`src/rtl/twos_to_signmag_serial.sv`:
```
// rtl/twos_to_signmag_serial.sv - bit-serial two's-complement to sign-magnitude converter (optional saturation: TWOS_SIGNMAG_SAT_EN)
module twos_to_signmag_serial #(
    parameter int DATA_WID = 17
) (
    input  logic                clk,
    input  logic                rst,
    input  logic                in_valid,
    output logic                in_ready,
    input  logic [DATA_WID-1:0] in_data,
    output logic                out_valid,
    input  logic                out_ready,
    output logic                out_sign,
    output logic [DATA_WID-2:0] out_mag,
    output logic                out_ovf,
    output logic                busy
);

    localparam int MW = DATA_WID - 1;
    localparam int CW = $clog2(DATA_WID);

    typedef enum logic [1:0] {
        IDLE = 2'd0,
        CONV = 2'd1,
        DONE = 2'd2
    } state_t;

    state_t          state;
    state_t          state_nx;
    logic [MW-1:0]   data_r;
    logic [MW-1:0]   mag_r;
    logic            sign_r;
    logic            seen_one;
    logic [CW-1:0]   cnt;
    logic            cur_bit;
    logic            out_bit;
    logic            last_bit;

    // Bits are consumed LSB first from the shift register; once a 1 has gone by
    // on a negative word, every later bit is inverted (serial negation).
    assign cur_bit  = data_r[0];
    assign out_bit  = cur_bit ^ (sign_r & seen_one);
    assign last_bit = (cnt == CW'(MW - 1));

    // State register
    always_ff @(posedge clk) begin
        if (rst) begin
            state <= IDLE;
        end else begin
            state <= state_nx;
        end
    end

    // Next-state logic
    always_comb begin
        state_nx = state;
        case (state)
            IDLE:    if (in_valid) state_nx = CONV;
            CONV:    if (last_bit) state_nx = DONE;
            DONE:    if (out_ready) state_nx = IDLE;
            default: state_nx = IDLE;
        endcase
    end

    // Handshake outputs decoded from state
    always_comb begin
        in_ready  = 1'b0;
        out_valid = 1'b0;
        busy      = 1'b1;
        case (state)
            IDLE: begin
                in_ready = 1'b1;
                busy     = 1'b0;
            end
            DONE:    out_valid = 1'b1;
            default: ;
        endcase
    end

    // Datapath: latch at acceptance, shift one bit per CONV clock
    always_ff @(posedge clk) begin
        if (rst) begin
            data_r   <= '0;
            mag_r    <= '0;
            sign_r   <= 1'b0;
            seen_one <= 1'b0;
            cnt      <= '0;
        end else begin
            case (state)
                IDLE: begin
                    if (in_valid) begin
                        data_r   <= in_data[MW-1:0];
                        sign_r   <= in_data[DATA_WID-1];
                        seen_one <= 1'b0;
                        cnt      <= '0;
                    end
                end
                CONV: begin
                    data_r   <= data_r >> 1;
                    mag_r    <= {out_bit, mag_r[MW-1:1]};
                    seen_one <= seen_one | cur_bit;
                    cnt      <= cnt + 1'b1;
`ifdef TWOS_SIGNMAG_SAT_EN
                    // Negative with no 1 in the low bits is the most negative value
                    if (last_bit && sign_r && !seen_one && !cur_bit) begin
                        mag_r <= '1;
                    end
`endif
                end
                default: ;
            endcase
        end
    end

`ifdef TWOS_SIGNMAG_SAT_EN
    logic ovf_r;

    // Overflow flag: cleared at acceptance, set on the final bit of the most negative word
    always_ff @(posedge clk) begin
        if (rst) begin
            ovf_r <= 1'b0;
        end else if (state == IDLE && in_valid) begin
            ovf_r <= 1'b0;
        end else if (state == CONV && last_bit) begin
            ovf_r <= sign_r & ~seen_one & ~cur_bit;
        end
    end

    assign out_ovf = ovf_r;
`else
    // Without saturation the most negative word wraps to magnitude 0
    assign out_ovf = 1'b0;
`endif

    assign out_sign = sign_r;
    assign out_mag  = mag_r;

endmodule

```
`config.mk`:
```
export PLATFORM = sky130hd
export DESIGN_NAME = twos_to_signmag_serial
export DESIGN_NICKNAME = d
export VERILOG_FILES = /design/src/rtl/twos_to_signmag_serial.sv
export SDC_FILE = /design/constraint.sdc
export NUM_CORES = 1
export LEC_CHECK = 0
export ABC_AREA = 1
export CAP_MARGIN = 20
export CORE_ASPECT_RATIO = 1.25
export CORE_MARGIN = 2
export CORE_UTILIZATION = 53
export CTS_CLUSTER_DIAMETER = 80
export DETAILED_ROUTE_END_ITERATION = 10
export MAX_ROUTING_LAYER = met4
export PLACE_DENSITY = 0.84
export SETUP_SLACK_MARGIN = 0.05
export SKIP_CTS_REPAIR_TIMING = 1
export SLEW_MARGIN = 10
export SYNTH_ARGS = -nofsm -noshare
export SYNTH_HDL_FRONTEND = slang
export SYNTH_SLANG_ARGS = --single-unit
export TNS_END_PERCENT = 30
```
`constraint.sdc`:
```
create_clock -name clk -period 2.8 [get_ports clk]
set_input_delay 0.28 -clock clk [delete_from_list [all_inputs] [get_ports clk]]
set_output_delay 0.28 -clock clk [all_outputs]
set_load 0.01 [all_outputs]
```
**After elaboration in Yosys (flattened, before gate mapping)**

Cells that the tools add are included.

- Input port bits: 21
- Register bits: 41
- Output and inout bits: 21
- Logic and storage cells: 34

- Muxes and demuxes: 13
- Reduce and logical (&&, ||, !) cells: 5
- Add/subtract/negate cells: 1
- Eq/ne operators: 6
- Bitwise gates (word level): 3

Operator list:

| cell | count |
|---|---|
| case mux 16 bit (2 select lines) | 1 |
| two-way mux 16 bit | 1 |
| case mux 5 bit (2 select lines) | 1 |
| two-way mux 2 bit | 3 |
| inequality test 2 bit (second input constant) | 3 |
| case mux 2 bit (3 select lines) | 1 |
| adder 5 x 1 -> 5 bit (second input constant) | 1 |
| equality test 5 x 4 -> 1 bit (second input constant) | 1 |
| two-way mux 5 bit | 1 |
| two-way mux 1 bit | 4 |
| AND reduction 2 bit | 2 |
| AND reduction 3 bit | 1 |
| equality test 2 x 1 -> 1 bit (second input constant) | 1 |
| equality test 2 bit (second input constant) | 1 |
| zero test 2 bit | 1 |
| case mux 1 bit (2 select lines) | 1 |
| nonzero test 2 bit | 1 |
| bitwise AND 1 bit | 1 |
| OR 1 bit | 1 |
| XOR 1 bit | 1 |

**Logic depth before layout (Yosys ltp)**

Gate-level depths: netlist of run 1.

- Depth in word-level cells: 3
- Mapped depth: 7
- Gate-level depth less buffers: 7

**Worst setup path after synthesis of run 1**

No wires, ideal clock.

- Path type: register -> register
- Start: register cnt[0]
- End: register cnt[4]
- Library setup time: 0.070 ns
- Data required time: 2.730 ns
- Buffers on the path: 0
- Path slack: 1.516 ns
- Cell stages (with the launch flop): 7
- Arrival: 1.215 ns
- Period minus slack after synthesis: 1.284 ns
- Cells stage by stage: dfxtp_1 -> ha_1 -> inv_1 -> nor3_1 -> ha_1 -> or2_0 -> a21oi_1

- Cells in the longest elaborated chain, start to end: 2

RTL lines:

| element | line | source |
|---|---|---|
| from (decl) | 33 | `logic [CW-1:0] cnt;` |
| from (signal assigned) | 101 | `cnt <= cnt + 1'b1;` |
| adder 5 x 1 -> 5 bit | 101 |  |
| case mux 5 bit (2 select lines) | 88 | `case (state)` |

No other way between the ends.
A chain may end at the register's enable or synchronous reset.

**Worst setup path in the final report of run 1**

- Start: register state[0]
- End: output port in_ready

- Cells in the longest elaborated chain, start to end: 2

RTL lines:

| element | line | source |
|---|---|---|
| from (decl) | 27 | `state_t state;` |
| from (signal assigned) | 49 | `state <= state_nx;` |
| zero test 2 bit | 69 | `case (state)` |
| two-way mux 1 bit | 69 |  |
| to (decl) | 8 | `output logic in_ready,` |

No other way between the ends.

==> results of run 1 <==
-- worst max-delay path, delay by kind of cell (launching register included) --
kind,cells,cell delay [ns]
DFF,1,0.38
and+or+nand+nor,1,0.11
buffers and inverters,2,0.72
-- cell families (layout without fill, tap and decap cells) --
logic type,count (synthesis),count (layout),synth area share (%)
AOI/OAI and AO/OA,36,36,10.6
xor gates and xnor gates,1,1,0.481
adders and majority gates,2,2,1.37
buffers and inverters,49,85,11.7
DFF,41,41,45.0
other,1,1,0.206
and+or+nand+nor,135,135,30.6
-- where the power goes --
| group | switching [mW] | internal, mW |
|---|---|---|
| Clock | 0.210 | 0.354 |
| Sequential | 0.0259 | 0.629 |
| Combinational | 0.127 | 0.114 |
-- flip-flops by register name, indices dropped and copies added (netlist names) --
signal	count
cnt	5
data_r	16
out_mag	16
out_sign	1
seen_one	1
state	2
-- layout make-up --
cell class	instances	area, µm²
Clock buffer	5	68.8
Clock inverter	3	65.1
Fill cell	255	915
Inverter	35	131
Multi-Input combinational cell	175	790
Sequential cell	41	821
Tap cell	37	46.3
Timing Repair Buffer	42	415
-- placed cells by master, fill, tap and decap left out, drive strengths merged --
cell type | netlist | layout
inv | 34 | 34
nand2 | 54 | 54
clkinv | 1 | 2
o21ai | 27 | 27
conb | 1 | 1
clkdlybuf4s50 | 0 | 40
buf | 10 | 2
bufinv | 0 | 2
clkbuf | 4 | 5
nand3b | 9 | 9
xor2 | 1 | 1
or2 | 1 | 1
nor3 | 1 | 1
nor2 | 61 | 61
a21oi | 8 | 8
ha | 2 | 2
o21a | 1 | 1
dfxtp | 41 | 41
nand3 | 9 | 9
-- final timing paths --
kind / end / start
worst max-delay path: in_ready / state[0]
worst min-delay path: cnt[4] / cnt[4]
worst max register to register: cnt[3] / state[0]
worst min register to register: cnt[4] / cnt[4]
-- metrics by stage --
stage          hold slack, ns  total power [mW]  cells  setup WS (ns)
4_1_cts                 0.483              1.47    338          0.995
5_1_grt                 0.501              1.53    338          0.873
3_3_place_gp            0.452             0.900    330          0.895
3_5_place_dp            0.470             0.906    330          0.868
2_1_floorplan           0.349             0.812    265           1.52
6_report                0.480              1.46    338          0.999
-- routing by layer --
layer  GRT usage, %  routed length (µm)  up-vias
met5              -                   0        -
met4           7.14                  59        0
met3           5.78                 191        7
met2           38.4                1920       43
met1           23.7                1690      764
li1               -                   -      873
==> reports/metrics.yaml, run 1 <==
status: "completed"
synth-seq-area-share_pct: 45.0
p_per_area_mw_per_mm2: 624
worst_pin_slew_ns: 0.642
startpoint_type: "register"
crit_path_end_kind: "output pin"
numCtsBuffers: 5
leakage_nw: 1.03
cts_tree: "built"
dp_hpwl_um: 2490
period_share_pct: 64.3
synth_nets: 288
clock_latency_ns: 0.30
synthDistinctLibCells: 22
holdPathStages: 2
place_area_mm2: 0.00220
drtIter0Drc: 82
reg2regPathDepth: 6
ys.flop_type: "dfxtp_1"
syn_area_mm2: 0.00182
ant_nets: 0
drc_errors: 0
finalWorstPathRequiredPeriod_ns: 1.80
rrSetupSlack_ns: 1.04
post-synth-top-count-cell: "nor2_1"
drt-total-wl_um: 3860
track_usage_pct: 21.9
grt_overflow: 0
layout-drive-gt1-share_pct: 4.32
maxCapViolCount: 0
finalSetupTns_ns: 0
cts.htree.levels: 2
coreArea_mm2: 0.00325
setup_viol: 0
diodes: 0
cpPeakStageDelay_ns: 0.54
synth_area_leader_cell: "dfxtp_1"
ys_async_sr_fraction_pct: 0
dr.pass1.iters: 4
portBuffers: 40
worstPathRequired_ns: 2.52
fin_area_mm2: 0.00234
synth_edf_count: 0
fin_util_pct: 71.9
criticalPathCategory: "reg -> out"
syn-instance-count: 265
ir_worst_vdd_v: 0.000521
cts.path.max_buffers: 2
grt_pass1_vias: 1662
grt_max_degree: 32
cp_max_fo: 11
die_area_mm2: 0.00393
antenna_found_initial: 0
skew_ns: 0.00432
start_util_pct: 56.1
num_vias: 1687
grt_pass1_wl_um: 6730
die_w_um: 56.5
ys_top_cells_by_count: "61 x nor2_1, 53 x nand2_1, 41 x dfxtp_1"
ys_warn_count: 0
crit_slowest_cell: "clkdlybuf4s50_1"
cp_data_arrival_time_ns: 1.52
fmax_mhz: 555
die_y_um: 69.6
synth_area_leaders: "dfxtp_1 45%, nor2_1 13%, nand2_1 11%"
globalplace.congestion: 0.725
grt_setup_unrepaired: "false"
synth_area_per_cell_um2: 6.88
yosys_register_bits: 41
area_growth_pct: 28.2
synth_top_cell_area_share_pct: 45.0
avgRoutedWirePerCell_um: 11.4
relSlewSlack_pct: 57.0
slew_violations: 0
ios: 42
timing.critical_path.cells: "nor2_1 -> buf_4 -> clkdlybuf4s50_1"
hold_viol_final: 0
clk_pin_slew_ns: 0.08
layout.nets: 323
rows: 23
vias_per_cell: 4.99
worstHoldPathType: "reg -> reg"
cts_sinks: 41
cts_root_buffer: "clkbuf_8"
(Power assumes the default switching activity.)
==> run 2, diff against run 1 <==
--- a/config.mk
+++ b/config.mk
@@ -9,11 +9,11 @@
 export CAP_MARGIN = 20
 export CORE_ASPECT_RATIO = 1.25
 export CORE_MARGIN = 2
-export CORE_UTILIZATION = 53
+export CORE_UTILIZATION = 49
 export CTS_CLUSTER_DIAMETER = 80
 export DETAILED_ROUTE_END_ITERATION = 10
 export MAX_ROUTING_LAYER = met4
-export PLACE_DENSITY = 0.84
+export PLACE_DENSITY = 0.78
 export SETUP_SLACK_MARGIN = 0.05
 export SKIP_CTS_REPAIR_TIMING = 1
 export SLEW_MARGIN = 10
==> constraint.sdc (replaced) <==
create_clock -name clk -period 1.7 [get_ports clk]
set_input_delay 0.17 -clock clk [delete_from_list [all_inputs] [get_ports clk]]
set_output_delay 0.17 -clock clk [all_outputs]
set_load 0.01 [all_outputs]
==> run 2 against run 1 <==
Against the previous run:
- sequential power increased by 65%
- clock power grew 14%
- cell count rose by 2.1%
- final area up 0.21%
- via count down 2.1%
- critical path type unchanged
==> reports/metrics.yaml, run 2 (synthesized netlist as in run 1, its figures left out) <==
worstHoldPathType: "in -> reg"
dp_hpwl_um: 2580
slew_violations: 0
finalSetupTns_ns: 0
die_area_mm2: 0.00423
drtIter0Drc: 40
cts_tree: "built"
cts.path.max_buffers: 2
die_w_um: 58.6
leakage_nw: 1.06
timing.critical_path.cells: "inv_1 -> nand2_1 -> clkdlybuf4s50_1"
finalWorstPathRequiredPeriod_ns: 1.59
die_y_um: 72.2
grt_setup_unrepaired: "true"
ant_nets: 0
startpoint_type: "register"
period_share_pct: 93.6
p_per_area_mw_per_mm2: 906
diodes: 0
fin_util_pct: 66.7
final_common_cell: "nor2_1"
ir_worst_vdd_v: 0.000697
num_vias: 1652
ios: 42
cts_root_buffer: "clkbuf_8"
layout.nets: 329
crit_family: "buffers and inverters"
cp_max_fo: 5
clk_pin_slew_ns: 0.07
fillers: 318
fmax_mhz: 629
grt_max_degree: 32
clock_latency_ns: 0.29
grt_pass1_vias: 1478
start_util_pct: 51.9
track_usage_pct: 19.5
globalplace.congestion: 0.776
crit_buf_inv: 2
power_mw: 2.12
drt-total-wl_um: 3670
skew_ns: 0.00376
drc_errors: 0
antenna_found_initial: 0
grt_overflow: 0
crit_path_end_kind: "output pin"
avgRoutedWirePerCell_um: 10.6
criticalPathCategory: "reg -> out"
cts.htree.levels: 2
setup_viol: 0
dr.pass1.iters: 4
hold_viol_final: 0
portBuffers: 40
whs_ns: 0.428
cp_data_arrival_time_ns: 1.42
layout_common_cells: "60 x nor2_1, 53 x nand2_1, 41 x dfxtp_1"
layout-drive-gt1-share_pct: 5.88
status: "completed"
coreArea_mm2: 0.00351
worstPathRequired_ns: 1.53
maxCapViolCount: 0
area_growth_pct: 28.5
grt_pass1_wl_um: 6130
numCtsBuffers: 5
vias_per_cell: 4.79
rows: 24
crit_slowest_cell: "clkdlybuf4s50_1"
cts_sinks: 41
cpPeakStageDelay_ns: 0.53
-- run 2: changes by cell type in the layout (fill, tap and decap cells not counted) --
cell and change:
nor2_1 -1, dlymetal6s2s_1 +1, bufinv_16 -2, clkbuf_8 +1, buf_4 +6, nor2_2 +1, clkbuf_1 +1, clkinv_2 -1
clkdlybuf4s50_1 -1
-- run 2: worst min-delay path, delay by kind of cell --
| family | cells | cell delay (ns) |
|---|---|---|
| compound gates | 1 | 0.05 |
| simple gates | 1 | 0.06 |
| buf+inv | 1 | 0.39 |
-- run 2: final timing paths --
check	startpoint	slack (ns)	depth (start not counted)	to
worst max register to register	state[1]	0.18	7	cnt[3]
worst min-delay path	in_data[15]	0.43	3	data_r[15]
worst max-delay path	state[0]	0.11	3	busy
worst min register to register	cnt[4]	0.47	2	cnt[4]
-- run 2: metal layers --
layer | GRT usage [%] | vias up | share of wire [%]
li1 | - | 883 | -
met1 | 22.0 | 731 | 46
met2 | 32.3 | 32 | 47
met3 | 4.81 | 6 | 5.2
met4 | 8.53 | 0 | 1.8
met5 | - | - | 0
-- run 2: power by group --
group          internal [mW]  switching [mW]
registers               1.04          0.0411
logic                  0.199           0.205
clock network          0.322           0.319
total                   1.56           0.566
-- run 2: layout make-up --
type                            count  area, µm²  share of cell area, %
Clock buffer                        7       86.3                   3.69
Inverter                           35        131                   5.61
Multi-Input combinational cell    175        792                   33.8
Sequential cell                    41        821                   35.0
Tap cell                           39       48.8                   2.08
Timing Repair Buffer               48        463                   19.8
-- run 2: metrics by stage --
step                worst slack (ns)  cells  area, µm²
floorplan                      0.416    265       1820
finish                         0.109    345       2340
CTS                         -0.00402    345       2340
global route                  0.0156    345       2340
detailed placement             0.215    338       2250
global placement               0.277    338       2250
==> run 3, diff against run 2 <==
--- a/config.mk
+++ b/config.mk
@@ -5,11 +5,11 @@
 export SDC_FILE = /design/constraint.sdc
 export NUM_CORES = 1
 export LEC_CHECK = 0
-export ABC_AREA = 1
+export ABC_CLOCK_PERIOD_IN_PS = 1700
 export CAP_MARGIN = 20
 export CORE_ASPECT_RATIO = 1.25
 export CORE_MARGIN = 2
-export CORE_UTILIZATION = 49
+export CORE_UTILIZATION = 48
 export CTS_CLUSTER_DIAMETER = 80
 export DETAILED_ROUTE_END_ITERATION = 10
 export MAX_ROUTING_LAYER = met4
==> run 3 against run 2 <==
Against the previous run:
- clock power up 7.2%
- routed wire length down 4.1%
- largest power group unchanged
- hold slack better by 0.00056 ns
- register-to-register slack better by 0.13 ns
==> reports/metrics.yaml, run 3 <==
vias_per_cell: 5.19
met2_usage_pct: 30.9
p_seq_share_pct: 52.1
p_int_mw: 1.51
p_comb_share_pct: 13.3
ant_nets: 0
final_common_cell: "dfxtp_1"
synth_area_leaders: "dfxtp_1 48%, nor2_1 8.1%, nand2_1 7.6%"
dp_hpwl_um: 2390
die_y_um: 70.9
hold_viol_final: 0
period_share_pct: 95.0
swShare_pct: 24.2
synth_area_leader_cell: "dfxtp_1"
track_usage_pct: 19.1
ios: 42
startpoint_type: "register"
fin_util_pct: 65.1
post-synth-top-count-cell: "dfxtp_1"
worstHoldPathType: "in -> reg"
portBuffers: 40
setup_viol: 0
drtIter0Drc: 41
whs_ns: 0.428
netSwitchingPower_uw: 481
maxCapViolCount: 0
ir_worst_vdd_v: 0.000801
slew_violations: 0
r2r-end: "data_r[8]"
yosys_register_bits: 41
clk_pin_slew_ns: 0.08
criticalPathCategory: "reg -> out"
antenna_found_initial: 0
start_util_pct: 49.8
layout_common_cells: "40 x dfxtp_1, 39 x clkdlybuf4s50_1, 37 x nor2_1"
synth_nets: 239
status: "completed"
grt_pass1_wl_um: 6100
finalWorstPathRequiredPeriod_ns: 1.61
ys.flop_type: "dfxtp_1"
ys_async_sr_fraction_pct: 0
area_growth_pct: 30.8
cts_tree: "built"
coreArea_mm2: 0.00345
clock_latency_ns: 0.30
grtUsageMet3_pct: 5.12
synth-seq-area-share_pct: 47.7
clkPwrFrac_pct: 34.5
fillers: 313
cts.htree.levels: 2
layout-drive-gt1-share_pct: 11.0
grt_setup_unrepaired: "true"
avgRoutedWirePerCell_um: 12.0
cts_sinks: 41
grtUsageMet1_pct: 22.2
drc_errors: 0
rrSetupSlack_ns: 0.31
cp_data_arrival_time_ns: 1.44
grt_overflow: 0
globalplace.congestion: 0.823
ys_warn_count: 0
drt-total-wl_um: 3520
cts.path.max_buffers: 2
diodes: 0
die_area_mm2: 0.00408
crit_path_end_kind: "output pin"
synth_top_cell_area_share_pct: 47.7
crit-reg2reg-launch: "state[0]"
rows: 24
fin_ws_ns: 0.0856
num_vias: 1525
grt_pass1_vias: 1470
pre_cts_slack_ns: -0.0124
grt_max_degree: 23
p_per_area_mw_per_mm2: 884
cts_root_buffer: "clkbuf_8"
reg2regPathDepth: 4
holdPathStages: 3
numCtsBuffers: 5
syn-instance-count: 216
dr.pass1.iters: 4
fmax_mhz: 619
synth_area_per_cell_um2: 7.96
skew_ns: 0.0107
synth_edf_count: 0
die_w_um: 57.5
syn_area_mm2: 0.00172
finalSetupTns_ns: 0
synthDistinctLibCells: 33
gr-max-usage-layer: "met2"
cp_max_fo: 10
layout.nets: 277
ys_top_cells_by_count: "41 x dfxtp_1, 37 x nor2_1, 35 x nand2_1"
hp-start: "in_data[16]"
worstPathRequired_ns: 1.53
worstHoldEndpoint: "out_sign"
leakage_nw: 0.853
[run 3: changes by cell type after synthesis, sizes merged, moves of 6 or more]
cell / before / now
or3b: 0 / 7
nand3: 9 / 3
inv: 34 / 3
nand2b: 0 / 9
nor3: 1 / 7
nor4: 0 / 9
o21ai: 27 / 0
a21oi: 8 / 26
nand3b: 9 / 2
nor2: 61 / 38
nand2: 54 / 35
[run 3: kinds of logic after synthesis]
family | synth area share (%)
muxes | 1.31
buffers and inverters | 6.19
and+or+nand+nor | 32.8
DFF | 47.7
AOI/OAI and AO/OA | 9.83
adders and majority gates | 1.46
other | 0.218
xor gates and xnor gates | 0.510
[run 3: layout make-up]
cell class / count / area [µm²] / share of cell area [%]
Sequential cell: 41 / 825 / 36.7
Multi-Input combinational cell: 154 / 792 / 35.2
Timing Repair Buffer: 49 / 470 / 20.9
Clock buffer: 7 / 96.3 / 4.28
Tap cell: 39 / 48.8 / 2.17
Inverter: 3 / 11.3 / 0.501
Clock inverter: 1 / 5.00 / 0.223
[run 3: power by group through the flow]
| stage | registers, mW | logic, mW | clock network [mW] |
|---|---|---|---|
| 2_1_floorplan | 1.05 | 0.173 | 0 |
| 3_3_place_gp | 1.06 | 0.262 | 0 |
| 3_5_place_dp | 1.06 | 0.266 | 0 |
| 4_1_cts | 1.04 | 0.268 | 0.707 |
| 5_1_grt | 1.04 | 0.298 | 0.742 |
| 6_report | 1.04 | 0.265 | 0.687 |
[run 3: routing by layer]
metal	vias up	part of all wire, %
li1	784	-
met1	695	46
met2	38	47
met3	8	5.6
met4	0	1.7
met5	-	0
[run 3: how the worst max path moves through the flow]
| stage | slack (ns) | startpoint | end | cells after the start |
|---|---|---|---|---|
| after global routing | 0.04 | state[1] | out_valid | 2 |
| after CTS | -0.07 | state[0] | in_ready | 3 |
| final | 0.09 | state[0] | busy | 2 |
| after detailed placement | -0.01 | in_valid | data_r[15] | 4 |
| after global placement | 0.004 | in_valid | cnt[1] | 4 |
| after floorplan | 0.40 | state[0] | data_r[13] | 5 |
[run 3: metrics by stage]
| step | instances | power (mW) | cell area (µm²) |
|---|---|---|---|
| 5_1_grt | 294 | 2.08 | 2250 |
| 3_5_place_dp | 286 | 1.32 | 2140 |
| 4_1_cts | 294 | 2.01 | 2240 |
| 3_3_place_gp | 286 | 1.32 | 2140 |
| 6_report | 294 | 1.99 | 2250 |
| 2_1_floorplan | 216 | 1.22 | 1720 |
[run 3: worst max-delay path, stage by stage, from the launching register on]
cell	delay, ns
dfxtp_4	0.38
or2_2	0.29
clkdlybuf4s50_1	0.48
